`config.mk`:
```
export PLATFORM = sky130hd
export DESIGN_NAME = acl2_reading_ascii_formatter
export DESIGN_NICKNAME = d
export VERILOG_FILES = /design/src/rtl/acl2_reading_ascii_formatter.sv
export SDC_FILE = /design/constraint.sdc
export NUM_CORES = 1
export LEC_CHECK = 0
export BUFFER_PORTS_ARGS = -buffer_cell sky130_fd_sc_hd__buf_2
export CAP_MARGIN = 25
export CORE_MARGIN = 1.5
export CORE_UTILIZATION = 41
export DETAILED_ROUTE_END_ITERATION = 10
export GPL_ROUTABILITY_DRIVEN = 0
export GPL_TIMING_DRIVEN = 0
export HOLD_SLACK_MARGIN = 0.08
export PLACE_DENSITY = 0.7
export SLEW_MARGIN = 30
export SYNTH_ARGS = -nofsm -noshare
export SYNTH_HDL_FRONTEND = slang
export SYNTH_SLANG_ARGS = --single-unit
```
`constraint.sdc`:
```
create_clock -name i_clk_20mhz -period 4.5 [get_ports i_clk_20mhz]
set_clock_uncertainty 0.05 [all_clocks]
set_input_delay 0 -clock i_clk_20mhz [delete_from_list [all_inputs] [get_ports i_clk_20mhz]]
set_output_delay 0 -clock i_clk_20mhz [all_outputs]
set_load 0.01 [all_outputs]
```
`src/rtl/acl2_reading_ascii_formatter.sv`:
```
// ACL2 sample-to-ASCII line formatter: latches an 8-byte XYZ+temperature sample and streams it
// as "X=hhhh Y=hhhh Z=hhhh T=hhhh" + CR LF / LF. Optional pending slot: ACL2_ASCII_PEND_EN.
module acl2_reading_ascii_formatter #(
  parameter bit parm_upper_hex = 1'b1,
  parameter bit parm_line_crlf = 1'b1
) (
  input  logic        i_clk_20mhz,
  input  logic        i_rstn_20mhz,
  input  logic [63:0] i_data_3axis_temp,
  input  logic        i_data_valid,
  output logic [7:0]  o_tx_data,
  output logic        o_tx_valid,
  input  logic        i_tx_ready,
  output logic        o_busy,
  output logic        o_line_done,
  output logic [7:0]  o_drop_count
);

  localparam logic [4:0] LAST_IDX = parm_line_crlf ? 5'd28 : 5'd27;

  typedef enum logic [1:0] {
    ST_IDLE = 2'd0,
    ST_SEND = 2'd1,
    ST_DONE = 2'd2
  } state_t;

  state_t      r_state, w_state_nxt;
  logic [63:0] r_data, w_data_nxt;
  logic [4:0]  r_idx, w_idx_nxt;
  logic [7:0]  r_tx_data, w_tx_data_nxt;
  logic        r_tx_valid, w_tx_valid_nxt;
  logic        r_busy, w_busy_nxt;
  logic        r_line_done, w_line_done_nxt;
  logic [7:0]  r_drop_count, w_drop_count_nxt;
  logic        w_drop_inc;
  logic        w_cap;
  logic [63:0] w_cap_src;
  logic        w_hs;
`ifdef ACL2_ASCII_PEND_EN
  logic [63:0] r_pend_data, w_pend_data_nxt;
  logic        r_pend_full, w_pend_full_nxt;
`endif

  function automatic logic [7:0] nib2asc(input logic [3:0] n);
    logic [7:0] c;
    if (n < 4'd10) begin
      c = 8'h30 + {4'h0, n};
    end else if (parm_upper_hex) begin
      c = 8'h41 + {4'h0, n} - 8'h0A;
    end else begin
      c = 8'h61 + {4'h0, n} - 8'h0A;
    end
    return c;
  endfunction

  // Each field is 7 characters wide ("X=hhhh "), so the word is picked by index range
  function automatic logic [7:0] line_char(input logic [63:0] d, input logic [4:0] idx);
    logic [15:0] w;
    logic [7:0]  c;
    if (idx < 5'd7) begin
      w = {d[55:48], d[63:56]};
    end else if (idx < 5'd14) begin
      w = {d[39:32], d[47:40]};
    end else if (idx < 5'd21) begin
      w = {d[23:16], d[31:24]};
    end else begin
      w = {d[7:0], d[15:8]};
    end
    case (idx)
      5'd0:                       c = 8'h58;
      5'd7:                       c = 8'h59;
      5'd14:                      c = 8'h5A;
      5'd21:                      c = 8'h54;
      5'd1, 5'd8, 5'd15, 5'd22:   c = 8'h3D;
      5'd6, 5'd13, 5'd20:         c = 8'h20;
      5'd2, 5'd9, 5'd16, 5'd23:   c = nib2asc(w[15:12]);
      5'd3, 5'd10, 5'd17, 5'd24:  c = nib2asc(w[11:8]);
      5'd4, 5'd11, 5'd18, 5'd25:  c = nib2asc(w[7:4]);
      5'd5, 5'd12, 5'd19, 5'd26:  c = nib2asc(w[3:0]);
      5'd27:                      c = parm_line_crlf ? 8'h0D : 8'h0A;
      5'd28:                      c = 8'h0A;
      default:                    c = 8'h00;
    endcase
    return c;
  endfunction

  assign w_hs = r_tx_valid & i_tx_ready;

  // Next-state, capture and output decode
  always_comb begin
    w_state_nxt     = r_state;
    w_data_nxt      = r_data;
    w_idx_nxt       = r_idx;
    w_tx_data_nxt   = r_tx_data;
    w_tx_valid_nxt  = r_tx_valid;
    w_busy_nxt      = r_busy;
    w_line_done_nxt = 1'b0;
    w_drop_inc      = 1'b0;
    w_cap           = 1'b0;
    w_cap_src       = i_data_3axis_temp;
`ifdef ACL2_ASCII_PEND_EN
    w_pend_data_nxt = r_pend_data;
    w_pend_full_nxt = r_pend_full;
`endif
    case (r_state)
      ST_IDLE: begin
        if (i_data_valid) begin
          w_cap = 1'b1;
        end else begin
          w_cap = 1'b0;
        end
      end
      ST_SEND: begin
        if (w_hs && (r_idx == LAST_IDX)) begin
          w_state_nxt     = ST_DONE;
          w_tx_valid_nxt  = 1'b0;
          w_busy_nxt      = 1'b0;
          w_line_done_nxt = 1'b1;
        end else if (w_hs) begin
          w_idx_nxt     = r_idx + 5'd1;
          w_tx_data_nxt = line_char(r_data, r_idx + 5'd1);
        end else begin
          w_tx_valid_nxt = 1'b1;
        end
        if (i_data_valid) begin
`ifdef ACL2_ASCII_PEND_EN
          w_drop_inc      = r_pend_full;
          w_pend_data_nxt = i_data_3axis_temp;
          w_pend_full_nxt = 1'b1;
`else
          w_drop_inc = 1'b1;
`endif
        end else begin
          w_drop_inc = 1'b0;
        end
      end
      ST_DONE: begin
        w_state_nxt = ST_IDLE;
`ifdef ACL2_ASCII_PEND_EN
        if (r_pend_full) begin
          w_cap           = 1'b1;
          w_cap_src       = r_pend_data;
          w_pend_full_nxt = 1'b0;
          w_drop_inc      = i_data_valid;
        end else if (i_data_valid) begin
          w_cap = 1'b1;
        end else begin
          w_cap = 1'b0;
        end
`else
        if (i_data_valid) begin
          w_cap = 1'b1;
        end else begin
          w_cap = 1'b0;
        end
`endif
      end
      default: begin
        w_state_nxt    = ST_IDLE;
        w_tx_valid_nxt = 1'b0;
        w_busy_nxt     = 1'b0;
      end
    endcase
    if (w_cap) begin
      w_state_nxt    = ST_SEND;
      w_data_nxt     = w_cap_src;
      w_idx_nxt      = 5'd0;
      w_tx_data_nxt  = line_char(w_cap_src, 5'd0);
      w_tx_valid_nxt = 1'b1;
      w_busy_nxt     = 1'b1;
    end else begin
      w_data_nxt = w_data_nxt;
    end
    if (w_drop_inc && (r_drop_count != 8'hFF)) begin
      w_drop_count_nxt = r_drop_count + 8'd1;
    end else begin
      w_drop_count_nxt = r_drop_count;
    end
  end

  // State and registered outputs
  always_ff @(posedge i_clk_20mhz or negedge i_rstn_20mhz) begin
    if (!i_rstn_20mhz) begin
      r_state      <= ST_IDLE;
      r_data       <= 64'h0;
      r_idx        <= 5'd0;
      r_tx_data    <= 8'h00;
      r_tx_valid   <= 1'b0;
      r_busy       <= 1'b0;
      r_line_done  <= 1'b0;
      r_drop_count <= 8'h00;
    end else begin
      r_state      <= w_state_nxt;
      r_data       <= w_data_nxt;
      r_idx        <= w_idx_nxt;
      r_tx_data    <= w_tx_data_nxt;
      r_tx_valid   <= w_tx_valid_nxt;
      r_busy       <= w_busy_nxt;
      r_line_done  <= w_line_done_nxt;
      r_drop_count <= w_drop_count_nxt;
    end
  end

`ifdef ACL2_ASCII_PEND_EN
  // One-entry holding slot for a sample that arrives mid-line
  always_ff @(posedge i_clk_20mhz or negedge i_rstn_20mhz) begin
    if (!i_rstn_20mhz) begin
      r_pend_data <= 64'h0;
      r_pend_full <= 1'b0;
    end else begin
      r_pend_data <= w_pend_data_nxt;
      r_pend_full <= w_pend_full_nxt;
    end
  end
`endif

  assign o_tx_data    = r_tx_data;
  assign o_tx_valid   = r_tx_valid;
  assign o_busy       = r_busy;
  assign o_line_done  = r_line_done;
  assign o_drop_count = r_drop_count;

endmodule

```
==> results of run 1 <==
## final timing paths
| kind | endpoint | cells after the start | start |
|---|---|---|---|
| min reg2reg | r_data[23] | 2 | r_data[23] |
| max in group asynchronous | r_data[53] | 3 | i_rstn_20mhz |
| min | r_data[42] | 3 | i_rstn_20mhz |
| max | o_tx_data[6] | 17 | r_idx[0] |
| min in group i_clk_20mhz | r_data[29] | 4 | i_data_3axis_temp[29] |
| max reg2reg | o_tx_data[6] | 17 | r_idx[0] |
## per-stage QoR
step | utilization | cells | setup WS [ps] | hold slack, ps | instance area, um2
after CTS | 0.5615 | 962 | 162.7 | 82.46 | 6800
after floorplan | - | 624 | 879.7 | -345.6 | 5134
after global placement | 0.4763 | 877 | 292.8 | 139.3 | 5769
final | 0.5621 | 960 | 371.9 | 81.82 | 6808
after detailed placement | 0.4791 | 878 | 196.1 | -167.0 | 5803
after global routing | 0.5621 | 960 | 65.42 | 113.8 | 6808
## critical path, delay by kind of cell, from the launching register on
| family | cells | cell delay [ps] |
|---|---|---|
| and+or+nand+nor | 4 | 880 |
| buffers and inverters | 5 | 800 |
| adders and majority gates | 2 | 670 |
| DFF | 1 | 430 |
| AOI/OAI and AO/OA | 6 | 1160 |
## cell families (layout without fill, tap and decap cells)
family                   Yosys count  count (layout)  synth area share
AND/OR/NAND/NOR                  320             320            0.2683
AO/OA/AOI/OAI                    131             131            0.1886
flip-flops                        89              89            0.4338
buffers and inverters             50             218           0.04119
XOR/XNOR                          15              15           0.02705
adder cells (fa/ha/maj)           10              10           0.02437
multiplexers                       8               8           0.01584
other                              1               1         0.0007305
## cell usage in the layout, fill, tap and decap left out, types with 4 or more instances in the layout
| cell | Yosys | final |
|---|---|---|
| sky130_fd_sc_hd__a211o_1 | 4 | 4 |
| sky130_fd_sc_hd__a21oi_1 | 18 | 18 |
| sky130_fd_sc_hd__a22oi_1 | 4 | 4 |
| sky130_fd_sc_hd__a31oi_1 | 5 | 5 |
| sky130_fd_sc_hd__and2_1 | 4 | 4 |
| sky130_fd_sc_hd__buf_1 | 4 | 4 |
| sky130_fd_sc_hd__buf_2 | 4 | 88 |
| sky130_fd_sc_hd__clkbuf_1 | 22 | 20 |
| sky130_fd_sc_hd__clkbuf_16 | 0 | 9 |
| sky130_fd_sc_hd__dfrtp_1 | 89 | 89 |
| sky130_fd_sc_hd__dlygate4sd3_1 | 0 | 67 |
| sky130_fd_sc_hd__ha_1 | 10 | 9 |
| sky130_fd_sc_hd__inv_1 | 15 | 15 |
| sky130_fd_sc_hd__inv_6 | 0 | 4 |
| sky130_fd_sc_hd__mux2i_1 | 7 | 7 |
| sky130_fd_sc_hd__nand2_1 | 231 | 231 |
| sky130_fd_sc_hd__nand3_1 | 20 | 20 |
| sky130_fd_sc_hd__nand4_1 | 6 | 6 |
| sky130_fd_sc_hd__nor2_1 | 16 | 16 |
| sky130_fd_sc_hd__nor2b_1 | 5 | 5 |
| sky130_fd_sc_hd__nor3_1 | 8 | 8 |
| sky130_fd_sc_hd__nor3b_1 | 4 | 4 |
| sky130_fd_sc_hd__o211ai_1 | 6 | 6 |
| sky130_fd_sc_hd__o21ai_0 | 29 | 28 |
| sky130_fd_sc_hd__o21ai_1 | 5 | 6 |
| sky130_fd_sc_hd__o221ai_1 | 4 | 4 |
| sky130_fd_sc_hd__or3_1 | 6 | 6 |
| sky130_fd_sc_hd__xnor2_1 | 8 | 8 |
| sky130_fd_sc_hd__xor2_1 | 6 | 6 |
## layer usage
metal,part of all wire,up-vias,track usage
li1,-,2490,-
met1,0.42,2518,0.3342
met2,0.48,244,0.4194
met3,0.067,37,0.04006
met4,0.032,0,0.1095
met5,0,-,0
## what timing repair did
| action | in CTS | in global routing |
|---|---|---|
| resized for setup | 0 | 4 |
| setup endpoints to repair | 0 | 6 |
| hold buffers | 68 | 0 |
| hold endpoints to repair | 159 | 0 |
## layout make-up
class / instances / area (um2) / area share
Clock inverter: 7 / 81.33 / 0.01195
Multi-Input combinational cell: 485 / 2710 / 0.3981
Inverter: 16 / 60.06 / 0.008822
Buffer: 32 / 143.9 / 0.02114
Tap cell: 168 / 210.2 / 0.03088
Sequential cell: 89 / 2227 / 0.3271
Clock buffer: 9 / 225.2 / 0.03308
Timing Repair Buffer: 154 / 1150 / 0.1689
## report_power, final
group	internal [mW]	total, mW	switching (mW)
Sequential	1.06	1.26	0.205
Combinational	0.946	2.39	1.44
Clock	0.440	0.792	0.352
Total	2.44	4.44	2.00
## state kept, by name (all words and copies together) (netlist names)
register	cells
o_tx_data	7
r_data	64
o_line_done	1
o_tx_valid	1
r_idx	5
o_busy	1
o_drop_count	8
r_state	2
## Yosys cell counts (all sizes together), types with 3 or more instances
master	count
xnor2	9
and3	3
a211oi	3
nor2b	5
nand3	21
dfrtp	89
nand2b	3
buf	12
or3	6
nand2	231
nand4	6
a31oi	5
nor3	8
nor3b	4
inv	16
a22o	3
clkbuf	22
a21oi	20
a32oi	3
xor2	6
a22oi	4
o32a	3
nor2	16
a32o	3
ha	10
a211o	4
o31ai	3
o221ai	6
mux2i	7
o21ai	34
a221oi	5
o211ai	6
a21boi	5
and2	5
==> impl_results.rst, run 1 <==
.. list-table::
   :header-rows: 1

   * - Metric
     - Value
   * - Status
     - complete, no violations
   * - CP Data Required Time
     - 4680 ps
   * - Total power
     - 4.439 mW
   * - Count of nets after finishing
     - 865
   * - Clock period minus worst slack
     - 4128 ps
   * - Data arrival time of the critical path
     - 4310 ps
   * - Synthesized cell area
     - 0.005134 mm2
   * - Final-layout fill cell count
     - 1070
   * - Async S/R FF share, synth
     - 1.000
   * - Fin crit share
     - 0.9174
   * - Number of nets with antenna violations after routing
     - 0
   * - Via count of the first global-routing pass
     - 5211
   * - Floorplan die area
     - 0.01320 mm2
   * - Antenna violations before repair
     - 0
   * - GRT Total Usage
     - 0.2545
   * - Level count of the clock H-tree
     - 3
   * - Share of synthesized area occupied by flip-flops and latches
     - 0.4338
   * - F_max
     - 242.2 MHz
   * - Worst Path Class, Setup
     - reg -> reg
   * - Final Max Tran Viols
     - 0
   * - Wirelength, routed
     - 15.94 mm
   * - Root buffer cell
     - sky130_fd_sc_hd__clkbuf_16
   * - Setup TNS
     - 0 ps
   * - Final antenna diode count
     - 0
   * - Number of flip-flops and latches in the synthesized netlist
     - 89
   * - Syn Inst Count
     - 624
   * - Unrepaired setup endpoints after global routing
     - no
   * - Type of the worst min-delay path
     - in -> async
   * - Worst reg2reg setup slack
     - 370 ps
   * - Height of the die
     - 114.9 um
   * - Syn_nets
     - 702
   * - Area of the core region
     - 0.01211 mm2
   * - Total of max-cap violations
     - 0
   * - Clock-pin slew reported for the worst setup and hold paths after clock tree synthesis
     - 70 ps
   * - Finish-stage setup viols
     - 0
   * - Count of routing violations after the opening detailed-route iteration
     - 406
   * - Later-pin clock latency in the skew report
     - 350 ps
   * - Portion of synthesized cell area occupied by the leading cell type
     - 0.4338
   * - Maximum net fanout on the critical path
     - 10
   * - Lkg Pwr
     - 3.264 nW
   * - Delay contributed by the slowest stage of the critical path
     - 500 ps
   * - Ports placed on the boundary
     - 87
   * - Number of distinct library cells after synthesis
     - 77
   * - TritonCTS clock tree
     - done
   * - HPWL Detailed
     - 10.95 mm
   * - Number of hold violations in the final report
     - 0
   * - Via count normalized by instance count
     - 5.509
   * - Average size of a mapped cell
     - 8.227 um2
   * - Layout cell share with drive strength beyond 1
     - 0.1692
   * - Cell with the largest stage delay on the worst path
     - sky130_fd_sc_hd__or4_1
   * - Critical Path Start Type
     - flop
   * - Nature of the critical path endpoint
     - flop
   * - Dominant synthesized flop cell
     - sky130_fd_sc_hd__dfrtp_1
   * - Maximum clock path buffer count
     - 2
   * - FP Rows
     - 40
   * - Total power density per cell area
     - 652.1 mW/mm2
   * - Synthesis-to-finish area growth
     - 32.61%
   * - Top area cells in the synthesized netlist
     - sky130_fd_sc_hd__dfrtp_1 (43%), sky130_fd_sc_hd__nand2_1 (17%), sky130_fd_sc_hd__o21ai_0 (2.8%)
   * - Critical path cell sequence
     - buf_2 > inv_1 > ha_2 > nand2b_1 > a21boi_0 > or4_1 > buf_4 > buf_6 > nand2_1 > a31oi_1 > a21oi_1 > ha_1 > inv_1 > a221oi_1 > o311ai_0 > nor2_1 > a32oi_1
   * - Worst supply voltage drop on vdd
     - 0.0002522 V
   * - Routed len/inst
     - 16.61 um
   * - Drt pass-1 iters
     - 5
   * - Area leader, netlist
     - sky130_fd_sc_hd__dfrtp_1
   * - Number of clock sinks seen by CTS
     - 89
   * - Remaining max-slew budget at the tightest pin
     - 0.3704
   * - Number of flops mapped to enable cells by yosys
     - 0
   * - Remaining DRCs
     - 0
   * - # port buffers
     - 85
   * - Number of setup buffers added after CTS
     - 0
   * - Global-route wire length before repair
     - 26.12 mm
   * - Aggregate global routing overflow
     - 0
   * - Slew at the pin closest to its max-slew limit
     - 937.7 ps
   * - Die Width
     - 114.9 um
   * - Initial Utilization
     - 0.4239
   * - Largest net degree at the start of global routing
     - 66
   * - Total vias in the final route
     - 5289
   * - TritonCTS buffer count
     - 9
   * - Worst path most repeated cell
     - sky130_fd_sc_hd__inv_1
   * - Warning count from the yosys run
     - 0
(Power assumes the default switching activity.)
==> inputs of run 2 (changes only) <==
--- a/config.mk
+++ b/config.mk
@@ -13,7 +13,6 @@
 export GPL_ROUTABILITY_DRIVEN = 0
 export GPL_TIMING_DRIVEN = 0
 export HOLD_SLACK_MARGIN = 0.08
-export PLACE_DENSITY = 0.7
 export SLEW_MARGIN = 30
 export SYNTH_ARGS = -nofsm -noshare
 export SYNTH_HDL_FRONTEND = slang
==> impl_results.rst, run 2 (synthesis gave the netlist of run 1 again) <==
.. list-table::
   :header-rows: 1

   * - Metric
     - Value
   * - GR Util met2
     - 0.4036
   * - # port buffers
     - 85
   * - Final Max Tran Viols
     - 0
   * - Count of routing violations after the opening detailed-route iteration
     - 311
   * - TritonCTS buffer count
     - 9
   * - Routed len/inst
     - 16.65 um
   * - Remaining DRCs
     - 0
   * - Setup TNS
     - 0 ps
   * - Via count of the first global-routing pass
     - 4925
   * - Total power density per cell area
     - 660.7 mW/mm2
   * - Fin crit share
     - 0.9292
   * - Leading cell type in the layout, fill and taps excluded
     - sky130_fd_sc_hd__nand2_1
   * - Via count normalized by instance count
     - 5.369
   * - Lkg Pwr
     - 3.284 nW
   * - Clock-pin slew reported for the worst setup and hold paths after clock tree synthesis
     - 60 ps
   * - Number of hold violations in the final report
     - 0
   * - Wirelength, routed
     - 15.99 mm
   * - Level count of the clock H-tree
     - 3
   * - Total power
     - 4.512 mW
   * - Number of nets with antenna violations after routing
     - 0
   * - Most frequent cells in the layout
     - sky130_fd_sc_hd__nand2_1 (231), sky130_fd_sc_hd__buf_2 (89), sky130_fd_sc_hd__dfrtp_1 (89)
   * - Global-route wire length before repair
     - 25.45 mm
   * - Type of the worst min-delay path
     - in -> async
   * - GRT Total Usage
     - 0.2520
   * - Height of the die
     - 114.9 um
   * - Final antenna diode count
     - 0
   * - Initial Utilization
     - 0.4239
   * - Area of the core region
     - 0.01211 mm2
   * - Total of max-cap violations
     - 0
   * - Register with the most flip-flops
     - r_data
   * - Maximum clock path buffer count
     - 2
   * - CP Data Required Time
     - 4670 ps
   * - HPWL Detailed
     - 11.31 mm
   * - Status
     - complete, no violations
   * - Largest register FFs
     - 64
   * - Maximum net fanout on the critical path
     - 10
   * - Clock period minus worst slack
     - 4181 ps
   * - Finish-stage setup viols
     - 0
   * - Synthesis-to-finish area growth
     - 33.02%
   * - Most congested layer reported by global routing
     - met2
   * - Nature of the critical path endpoint
     - flop
   * - F_max
     - 239.2 MHz
   * - Total vias in the final route
     - 5154
   * - Layout cell share with drive strength beyond 1
     - 0.1692
   * - Ports placed on the boundary
     - 87
   * - Count of nets after finishing
     - 866
   * - Number of setup buffers added after CTS
     - 0
   * - Floorplan die area
     - 0.01320 mm2
   * - Critical Path Start Type
     - flop
   * - Met1 track demand over resource in global routing
     - 0.3498
   * - FP Rows
     - 40
   * - Largest net degree at the start of global routing
     - 72
   * - Fraction of met3 tracks used by global routing
     - 0.04481
   * - TritonCTS clock tree
     - done
   * - Worst supply voltage drop on vdd
     - 0.0002445 V
   * - Worst Path Class, Setup
     - reg -> reg
   * - Drt pass-1 iters
     - 5
   * - Root buffer cell
     - sky130_fd_sc_hd__clkbuf_16
   * - Number of clock sinks seen by CTS
     - 89
   * - Antenna violations before repair
     - 0
   * - Slew at the pin closest to its max-slew limit
     - 872.4 ps
   * - Aggregate global routing overflow
     - 0
   * - Unrepaired setup endpoints after global routing
     - no
   * - Remaining max-slew budget at the tightest pin
     - 0.4142
   * - Die Width
     - 114.9 um
   * - Data arrival time of the critical path
     - 4350 ps
   * - Later-pin clock latency in the skew report
     - 350 ps
==> run 2: metrics by stage <==
step | hold slack, ps | setup slack [ps] | instance area [um2] | instances | util
floorplan | -345.6 | 879.7 | 5134 | 624 | -
global placement | 139.5 | 156.0 | 5769 | 877 | 0.4763
detailed placement | -191.5 | 58.62 | 5803 | 878 | 0.4791
CTS | 178.4 | 20.98 | 6817 | 961 | 0.5628
global route | 208.6 | 51.08 | 6829 | 960 | 0.5638
finish | 156.8 | 318.8 | 6829 | 960 | 0.5638
==> run 2: power breakdown <==
part | switching, mW | leakage (nW) | internal, mW
sequential | 0.194 | 1.11 | 1.06
clock | 0.318 | 0.163 | 0.541
combinational | 1.46 | 2.01 | 0.946
==> run 2: area by class of cell <==
class	instances	area (um2)
inverter	16	60.06
buffer	33	150.1
multi-input combinational	485	2714
timing repair buffer	154	1135
clock buffer	10	229.0
clock inverter	5	103.9
fill	1125	5283
tap	168	210.2
sequential	89	2227
==> run 2: metal layers <==
metal,part of all wire,wire length [um]
met1,0.45,7232
met2,0.47,7530
met3,0.061,979
met5,0,0
met4,0.015,244
==> run 2: path summary, 6_finish.rpt <==
check	cells after the start	slack (ps)	endpoint	start
max reg2reg	17	320	o_tx_data[6]	r_idx[0]
max	17	320	o_tx_data[6]	r_idx[0]
min	3	160	r_state[1]	i_rstn_20mhz
min reg2reg	2	430	r_data[43]	r_data[43]
min in group i_clk_20mhz	4	320	r_data[20]	i_data_3axis_temp[20]
max in group asynchronous	3	3900	o_tx_data[3]	i_rstn_20mhz
==> run 2: what timing repair did <==
item                                    in CTS  in global routing
gates resized for setup                      0                  7
hold endpoints to repair                   158                  0
endpoints found under the setup margin       0                  6
hold buffers                                68                  0
==> run 2: worst max-delay path: stages, from the launching register on <==
cell                       delay (ps)
sky130_fd_sc_hd__dfrtp_1          430
sky130_fd_sc_hd__buf_2            240
sky130_fd_sc_hd__inv_1            150
sky130_fd_sc_hd__ha_1             490
sky130_fd_sc_hd__nand2b_1         200
sky130_fd_sc_hd__a21boi_0         140
sky130_fd_sc_hd__or4_1            480
sky130_fd_sc_hd__buf_4            200
sky130_fd_sc_hd__buf_6            160
sky130_fd_sc_hd__nand2_1           60
sky130_fd_sc_hd__a31oi_1          100
sky130_fd_sc_hd__a21oi_1          290
sky130_fd_sc_hd__ha_1             230
sky130_fd_sc_hd__inv_1             70
sky130_fd_sc_hd__a221oi_2         340
sky130_fd_sc_hd__o311ai_0         180
sky130_fd_sc_hd__nor2_1           130
sky130_fd_sc_hd__a32oi_1          100
==> inputs of run 3 (changes only) <==
--- a/config.mk
+++ b/config.mk
@@ -13,6 +13,7 @@
 export GPL_ROUTABILITY_DRIVEN = 0
 export GPL_TIMING_DRIVEN = 0
 export HOLD_SLACK_MARGIN = 0.08
+export PLACE_DENSITY = 0.57
 export SLEW_MARGIN = 30
 export SYNTH_ARGS = -nofsm -noshare
 export SYNTH_HDL_FRONTEND = slang
==> impl_results.rst, run 3 (synthesis gave the netlist of run 1 again) <==
.. list-table::
   :header-rows: 1

   * - Metric
     - Value
   * - Slew at the pin closest to its max-slew limit
     - 798.0 ps
   * - Most frequent cells in the layout
     - sky130_fd_sc_hd__nand2_1 (231), sky130_fd_sc_hd__buf_2 (89), sky130_fd_sc_hd__dfrtp_1 (89)
   * - Layout cell share with drive strength beyond 1
     - 0.1715
   * - Critical Path Start Type
     - flop
   * - Maximum clock path buffer count
     - 2
   * - Clock-pin slew reported for the worst setup and hold paths after clock tree synthesis
     - 70 ps
   * - Finish-stage setup viols
     - 0
   * - Worst supply voltage drop on vdd
     - 0.0003014 V
   * - Largest net degree at the start of global routing
     - 68
   * - Via count of the first global-routing pass
     - 4938
   * - Reg2Reg Launch Point
     - r_idx[0]
   * - Count of nets after finishing
     - 866
   * - GRT Total Usage
     - 0.2648
   * - TritonCTS buffer count
     - 9
   * - Synthesis-to-finish area growth
     - 32.49%
   * - Fin crit share
     - 0.9215
   * - Wirelength, routed
     - 16.31 mm
   * - Die Width
     - 114.9 um
   * - Count of routing violations after the opening detailed-route iteration
     - 352
   * - Lkg Pwr
     - 3.274 nW
   * - Nature of the critical path endpoint
     - flop
   * - Number of cells traversed by the worst register-to-register path
     - 14
   * - TritonCTS clock tree
     - done
   * - HPWL Detailed
     - 11.46 mm
   * - Worst Path Class, Setup
     - reg -> reg
   * - Setup TNS
     - 0 ps
   * - Type of the worst min-delay path
     - in -> async
   * - Number of setup buffers added after CTS
     - 0
   * - Total vias in the final route
     - 5164
   * - Status
     - complete, no violations
   * - Largest register FFs
     - 64
   * - Placement-stage cell area
     - 0.005803 mm2
   * - Unrepaired setup endpoints after global routing
     - no
   * - Maximum net fanout on the critical path
     - 10
   * - Ports placed on the boundary
     - 87
   * - Via count normalized by instance count
     - 5.374
   * - Number of nets with antenna violations after routing
     - 0
   * - Clock period minus worst slack
     - 4147 ps
   * - Height of the die
     - 114.9 um
   * - FP Rows
     - 40
   * - Initial Utilization
     - 0.4239
   * - Final antenna diode count
     - 0
   * - Final Max Tran Viols
     - 0
   * - Total of max-cap violations
     - 0
   * - Number of clock sinks seen by CTS
     - 89
   * - Level count of the clock H-tree
     - 3
   * - Drt pass-1 iters
     - 5
   * - Aggregate global routing overflow
     - 0
   * - Area of the core region
     - 0.01211 mm2
   * - F_max
     - 241.2 MHz
   * - Number of hold violations in the final report
     - 0
   * - Global-route wire length before repair
     - 26.47 mm
   * - Floorplan die area
     - 0.01320 mm2
   * - Register with the most flip-flops
     - r_data
   * - Final core occ
     - 0.5616
   * - Data arrival time of the critical path
     - 4300 ps
   * - Root buffer cell
     - sky130_fd_sc_hd__clkbuf_16
   * - Antenna violations before repair
     - 0
   * - CP Data Required Time
     - 4660 ps
   * - Routed len/inst
     - 16.97 um
   * - Later-pin clock latency in the skew report
     - 350 ps
   * - Leading cell type in the layout, fill and taps excluded
     - sky130_fd_sc_hd__nand2_1
   * - Area of all placed cells without fillers
     - 0.006802 mm2
   * - # port buffers
     - 85
   * - Remaining DRCs
     - 0
   * - Total power
     - 4.437 mW
   * - First element of the critical path
     - r_idx[0]
   * - Remaining max-slew budget at the tightest pin
     - 0.4680
   * - Total power density per cell area
     - 652.4 mW/mm2
run 3: cell types whose count changed in the layout (fill, tap and decap cells not counted), sizes merged:
cell      previous run  this run
inv                 17        18
clkinvlp             0         1
bufinv               3         1
clkbuf              31        33
buf                 99        98
run 3: critical path, stage by stage (launching register included):
cell                        delay (ps)
sky130_fd_sc_hd__dfrtp_1           430
sky130_fd_sc_hd__buf_2             240
sky130_fd_sc_hd__inv_1             140
sky130_fd_sc_hd__ha_1              490
sky130_fd_sc_hd__o211ai_1          300
sky130_fd_sc_hd__nand2_1           310
sky130_fd_sc_hd__clkbuf_1          400
sky130_fd_sc_hd__o21ai_0           130
sky130_fd_sc_hd__a31oi_1           310
sky130_fd_sc_hd__a21oi_1           150
sky130_fd_sc_hd__ha_1              240
sky130_fd_sc_hd__o21ai_1           190
sky130_fd_sc_hd__a21oi_1           110
sky130_fd_sc_hd__a2111oi_2         390
sky130_fd_sc_hd__a22oi_1           120
run 3: timing repair:
action	in CTS	in global routing
endpoints found under the hold margin	158	0
hold buffers	68	0
pin swaps	0	0
setup endpoints to repair	1	5
gates resized for setup	1	7
run 3: per-layer routing:
metal / track usage / routed length, um / vias up
met5: 0 / 0 / -
met4: 0.09547 / 448 / 0
met3: 0.05588 / 781 / 30
met2: 0.4063 / 7481 / 175
met1: 0.3713 / 7600 / 2473
li1: - / - / 2486
run 3: report_power, final:
group / internal, mW / switching [mW] / leakage (nW)
clock network: 0.436 / 0.334 / 0.141
logic: 0.952 / 1.45 / 2.02
registers: 1.06 / 0.208 / 1.11
run 3: final cells by class:
cell class	count	area, um2
fillers	1153	5310
multi-input cells	485	2721
flip-flops and latches	89	2227
repair buffers	154	1135
clock buffers	11	232.7
well taps	168	210.2
plain buffers	33	151.4
clock inverters	5	63.81
inverters	16	60.06
run 3: path summary, 6_finish.rpt:
path	slack [ps]	end
worst max-delay path	350	o_tx_data[4]
worst min-delay path	130	o_tx_valid
worst max register to register	350	o_tx_data[4]
worst min register to register	430	r_data[47]
max in group asynchronous	3800	r_data[49]
min in group i_clk_20mhz	320	r_data[21]
run 3: stage by stage:
step                hold slack [ps]  instances  setup slack, ps
floorplan                    -345.6        624            879.7
global placement              139.7        877            150.4
detailed placement           -177.7        878           -7.370
CTS                           154.7        962            65.00
global route                  170.0        961            55.03
finish                        132.5        961            353.2
